### config.mk
export PLATFORM = sky130hd
export DESIGN_NAME = regfile_dump_reader
export DESIGN_NICKNAME = d
export VERILOG_FILES = /design/src/rtl/rf_pkg.sv /design/src/rtl/regfile_dump_reader.sv
export SDC_FILE = /design/constraint.sdc
export NUM_CORES = 1
export LEC_CHECK = 0
export CORE_ASPECT_RATIO = 2
export CORE_MARGIN = 5
export CORE_UTILIZATION = 25
export DETAILED_ROUTE_END_ITERATION = 8
export SYNTH_ARGS = -nofsm -noshare
export SYNTH_HDL_FRONTEND = slang
export SYNTH_SLANG_ARGS = --single-unit
### constraint.sdc
create_clock -name clk -period 3.95 [get_ports clk]
set_clock_uncertainty 0.2 [all_clocks]
set_input_delay 0.5925 -clock clk [delete_from_list [all_inputs] [get_ports clk]]
set_output_delay 0.5925 -clock clk [all_outputs]
set_load 0.1 [all_outputs]
### src/rtl/rf_pkg.sv
// rtl/rf_pkg.sv - shared register file sizing and dump reader state encoding
package rf_pkg;

    localparam int RF_NUM_REGS = 32;
    localparam int RF_ADDR_W   = 5;
    localparam int RF_DATA_W   = 32;

    typedef enum logic [1:0] {
        IDLE = 2'd0,
        READ = 2'd1,
        SEND = 2'd2,
        DONE = 2'd3
    } dump_state_t;

endpackage

### src/rtl/regfile_dump_reader.sv
// rtl/regfile_dump_reader.sv - walks a register address range and streams address/data beats
//
// Ports:
//   clk, reset            clock, asynchronous active-high reset
//   start, abort          begin a dump (IDLE only) / cancel a dump in READ or SEND
//   start_addr, end_addr  inclusive register range, latched when start is accepted
//   busy, done            dump in progress / one-cycle pulse after the final beat
//   rf_read_enable/addr   register file read port request (active only in READ)
//   rf_read_data          combinational register file read data
//   m_valid, m_ready      output beat handshake
//   m_addr, m_data, m_last  beat payload, held stable until accepted
module regfile_dump_reader #(
    parameter int NUM_REGS = rf_pkg::RF_NUM_REGS,
    parameter int ADDR_W   = rf_pkg::RF_ADDR_W,
    parameter int DATA_W   = rf_pkg::RF_DATA_W
) (
    input  logic              clk,
    input  logic              reset,
    input  logic              start,
    input  logic              abort,
    input  logic [ADDR_W-1:0] start_addr,
    input  logic [ADDR_W-1:0] end_addr,
    output logic              busy,
    output logic              done,
    output logic              rf_read_enable,
    output logic [ADDR_W-1:0] rf_read_addr,
    input  logic [DATA_W-1:0] rf_read_data,
    output logic              m_valid,
    input  logic              m_ready,
    output logic [ADDR_W-1:0] m_addr,
    output logic [DATA_W-1:0] m_data,
    output logic              m_last
);
    import rf_pkg::*;

    dump_state_t       state;
    dump_state_t       next_state;
    logic [ADDR_W-1:0] cur;
    logic [ADDR_W-1:0] stop;
    logic [ADDR_W-1:0] cur_inc;
    logic              start_go;
    logic              read_go;
    logic              advance;

    // abort has priority over every other event in IDLE, READ and SEND
    assign start_go = (state == IDLE) && start && !abort;
    assign read_go  = (state == READ) && !abort;
    assign advance  = (state == SEND) && !abort && m_ready && !m_last;

    // Walk wraps from NUM_REGS-1 back to 0 so end_addr < start_addr dumps across the top
    assign cur_inc = ADDR_W'((32'(cur) + 32'd1) % 32'(NUM_REGS));

    // Read port is driven only in READ; address parks at 0 otherwise
    assign rf_read_enable = (state == READ);
    assign rf_read_addr   = rf_read_enable ? cur : '0;

    always_comb begin
        next_state = state;
        case (state)
            IDLE: begin
                if (start_go) begin
                    next_state = READ;
                end
            end
            READ: begin
                next_state = abort ? IDLE : SEND;
            end
            SEND: begin
                if (abort) begin
                    next_state = IDLE;
                end else if (m_ready) begin
                    next_state = m_last ? DONE : READ;
                end
            end
            DONE: begin
                next_state = IDLE;
            end
            default: begin
                next_state = IDLE;
            end
        endcase
    end

    // Status outputs are registered from next_state so they line up with the state register
    always_ff @(posedge clk or posedge reset) begin
        if (reset) begin
            state   <= IDLE;
            busy    <= 1'b0;
            done    <= 1'b0;
            m_valid <= 1'b0;
            m_last  <= 1'b0;
            m_addr  <= '0;
            m_data  <= '0;
            cur     <= '0;
            stop    <= '0;
        end else begin
            state   <= next_state;
            busy    <= (next_state == READ) || (next_state == SEND);
            done    <= (next_state == DONE);
            m_valid <= (next_state == SEND);
            if (start_go) begin
                cur  <= start_addr;
                stop <= end_addr;
            end
            if (read_go) begin
                m_data <= rf_read_data;
                m_addr <= cur;
                m_last <= (cur == stop);
            end
            if (advance) begin
                cur <= cur_inc;
            end
        end
    end

endmodule

==> impl_metrics.py <==
metrics = {
    "placement": {
        "placement.io_buffers": 93,
        "routabilityCongestion": 0.718,
        "detailed_place_hpwl_mm": 4.05,
    },
    "timing": {
        "highest_attainable_clock_frequency_mhz": 379,
        "slew_viol_final": 0,
        "period_share": 0.669,
        "worst_hold_slack_ps": 287,
        "fin_setup_tns_ps": 0,
        "headroom_to_the_max_slew_limit": 0.260,
        "tightest_slew_ps": 1110,
        "setup_repair_after_global_routing_missed_its_margin": "false",
        "setup-violations-final": 0,
        "final_hold_viol_count": 0,
        "period_needed_ps": 2640,
    },
    "worst_setup_path": {
        "timing.critical_path.depth": 1,
        "cp-start-kind": "register",
        "cp_peak_stage_delay_ps": 1150,
        "reg2reg_setup_slack_ps": 1410,
        "worstSetupPathType": "reg -> out",
        "worst_ep_arrival_time_ps": 1850,
        "critPathTopFamily": "buffers and inverters",
        "setup.worst_path.end_class": "output pin",
        "critical_path.n_buffers_inverters": 1,
        "rr_worst_depth": 4,
        "worstPathRequired_ps": 3160,
        "critical_path.reg2reg.startpoint": "state[1]",
        "setup.worst_path.end": "m_last",
        "worstReg2RegEnd": "m_data[3]",
        "critical-path-slowest-cell": "clkdlybuf4s50_1",
        "crit_start": "m_last",
        "timing.critical_path.fanout_max": 3,
        "crit_path_cell_trace": "clkdlybuf4s50_1",
    },
    "synth": {
        "postSynthNetCount": 204,
        "synthesis.area_um2": 2210,
        "ys.warnings.count": 0,
        "combinational_family_with_the_most_area_after_synthesis": "multiplexers",
        "post_synthesis_adder_cell_area_fraction": 0.0170,
        "synthDominantAreaCellType": "dfrtp_1",
        "synthesis.instances": 154,
        "yosys.cell_types.count": 31,
        "synthMuxAreaShare": 0.224,
        "synth_simple_gate_area_frac": 0.0754,
        "synthTopCellsByArea": "dfrtp_1 (60%), mux2_2 (18%), mux2_1 (4.1%)",
        "synth-edff-count": 0,
        "flip_flop_and_latch_count_after_synthesis": 53,
        "xor_xnor_share_of_the_synthesized_area": 0.0198,
        "synth-compound-area-share": 0.0357,
        "synth.avg_cell_area_um2": 14.3,
        "share_of_async_settable_or_async_resettable_flops_after_synthesis": 1.00,
        "synth_top_flop_cell": "dfrtp_1",
        "ys_seq_area_frac": 0.601,
        "synth_top_area_share": 0.601,
    },
    "final_layout": {
        "syn2layout_area_growth_pct": 53.5,
        "fill_cells": 874,
        "num_antenna_cells": 0,
        "layout-drive-gt1-share": 0.216,
        "num-nets-final": 299,
    },
    "routing": {
        "route.met3.wl_um": 339,
        "dr.max_layer_used": "met4",
        "via_per_inst": 4.40,
        "num_vias": 1540,
        "wl_mm": 5.43,
        "drt_first_pass_iters": 4,
        "drt_wl_cell_um": 15.5,
        "met2_length_mm": 2.90,
        "antenna_violating_nets_post_route": 0,
        "met1_length_mm": 2.07,
        "initialDrtViolationCount": 32,
        "post-route-drc-count": 0,
    },
    "cts": {
        "cts_tree": "built",
        "clock-sinks": 53,
        "cts_buffer_depth": 2,
        "clock_tree.htree_level_count": 2,
        "clk_latency_ps": 290,
        "postCtsSetupBuffers": 0,
        "cts.root.buffer_cell": "clkbuf_16",
        "cts_repair_resize_count": 0,
        "worst_setup_hold_path_clk_slew_ps": 70,
        "cts_hold_buf": 0,
        "cts_buffers": 5,
    },
    "die": {
        "num_rows": 48,
        "die_y_um": 143,
        "fp.coreArea_um2": 8650,
        "area_of_the_die_um2": 10900,
        "initial_utilization": 0.255,
        "ios": 94,
        "die_width_um": 76.5,
    },
    "power": {
        "total_leakage_power_nw": 1.42,
        "netSwitchingFraction": 0.502,
        "combPwrFrac": 0.536,
        "clock_power_share": 0.179,
        "worst_vdd_ir_mv": 0.373,
        "p_int_w": 0.00139,
        "netSwitchingPower_w": 0.00140,
        "power-per-cell-area_nw_per_um2": 825,
        "power_frac_seq": 0.285,
    },
    "global_routing": {
        "initial_antenna_violation_count": 0,
        "grt_pass1_wl_mm": 8.38,
        "largest_net_degree_at_the_start_of_global_routing": 54,
        "grt-ovfl-total": 0,
        "number_of_global_route_vias_before_repair": 1605,
        "global_route.usage.total": 0.0984,
    },
    "flow_run": {
        "timing.max_cap.violations": 0,
    },
    "worst_hold_path": {
        "worst_hold_path_type": "reg -> reg",
    },
    "run_status": {
        "status": "completed",
    },
}
cell usage after synthesis (all sizes together) (2+ instances only):
cell,count
mux2,43
xnor2,2
nand4,2
nor2b,4
xor2,3
o21ai,2
nand2,2
buf,6
and2,5
dfrtp,53
inv,4
nor2,6
ha,3
nor3b,3
a221o,2
a21oi,2
metrics by stage:
stage | setup WS, ps | power (W) | std cells | instance area [um^2] | utilization
CTS | 1280 | 0.00284 | 350 | 3390 | 0.392
floorplan | 1340 | 0.00194 | 154 | 2210 | -
detailed placement | 1160 | 0.00232 | 342 | 3220 | 0.372
global placement | 1180 | 0.00231 | 342 | 3220 | 0.372
global route | 1170 | 0.00291 | 350 | 3390 | 0.392
finish | 1310 | 0.00280 | 350 | 3390 | 0.392
state kept, by name (all words and copies together), names as in the netlist:
register / count
state: 2
cur: 5
m_valid: 1
m_data: 32
m_last: 1
m_addr: 5
stop: 5
done: 1
busy: 1
cell families (layout without fill, tap and decap cells):
group,after synthesis,after routing
adder cells (fa/ha/maj),3,3
XOR/XNOR,5,5
AND/OR/NAND/NOR,27,27
AO/OA/AOI/OAI,11,11
flip-flops,53,53
multiplexers,44,44
buffers and inverters,11,107
area by class of cell:
cell class	instances	area (um^2)	share of cell area
clock buffers	7	143	0.0421
clock inverters	1	30.0	0.00886
inverters	4	15.0	0.00443
multi-input cells	90	821	0.242
flip-flops and latches	53	1330	0.391
well taps	100	125	0.0369
repair buffers	95	931	0.275
layout by cell type (no fill, tap or decap), types with 2 or more instances in the layout:
cell type	count
a21oi_1	2
nand2_1	2
nor2_1	6
nor3b_1	3
inv_1	3
xnor2_1	2
nor2b_1	3
o21ai_0	2
mux2_1	8
buf_4	8
mux2_2	35
clkbuf_16	5
and2_1	5
xor2_1	3
clkdlybuf4s50_1	87
a221o_1	2
nand4_1	2
dfrtp_1	53
ha_1	3
layer usage:
metal	vias to the layer above	GRT usage
met1	742	0.103
met3	7	0.0246
met2	65	0.179
met5	-	0
met4	0	0.0525
li1	726	-
how the worst min path moves through the flow:
stage	endpoint	startpoint	slack [ps]	cells after the start
global placement	m_data[23]	m_data[23]	270	1
finish	m_data[27]	m_data[27]	290	1
global route	m_data[30]	m_data[30]	300	1
detailed placement	m_data[29]	m_data[29]	270	1
floorplan	stop[0]	stop[0]	300	1
CTS	m_data[29]	m_data[29]	290	1
power by group through the flow:
stage	Clock, W	Sequential, W	Combinational [W]
final	0.000502	0.000797	0.00150
after detailed placement	0	0.000811	0.00151
after global routing	0.000547	0.000819	0.00154
after floorplan	0	0.00170	0.000237
after global placement	0	0.000807	0.00150
after CTS	0.000527	0.000802	0.00151
No activity file was read; power rests on OpenSTA's default activity.
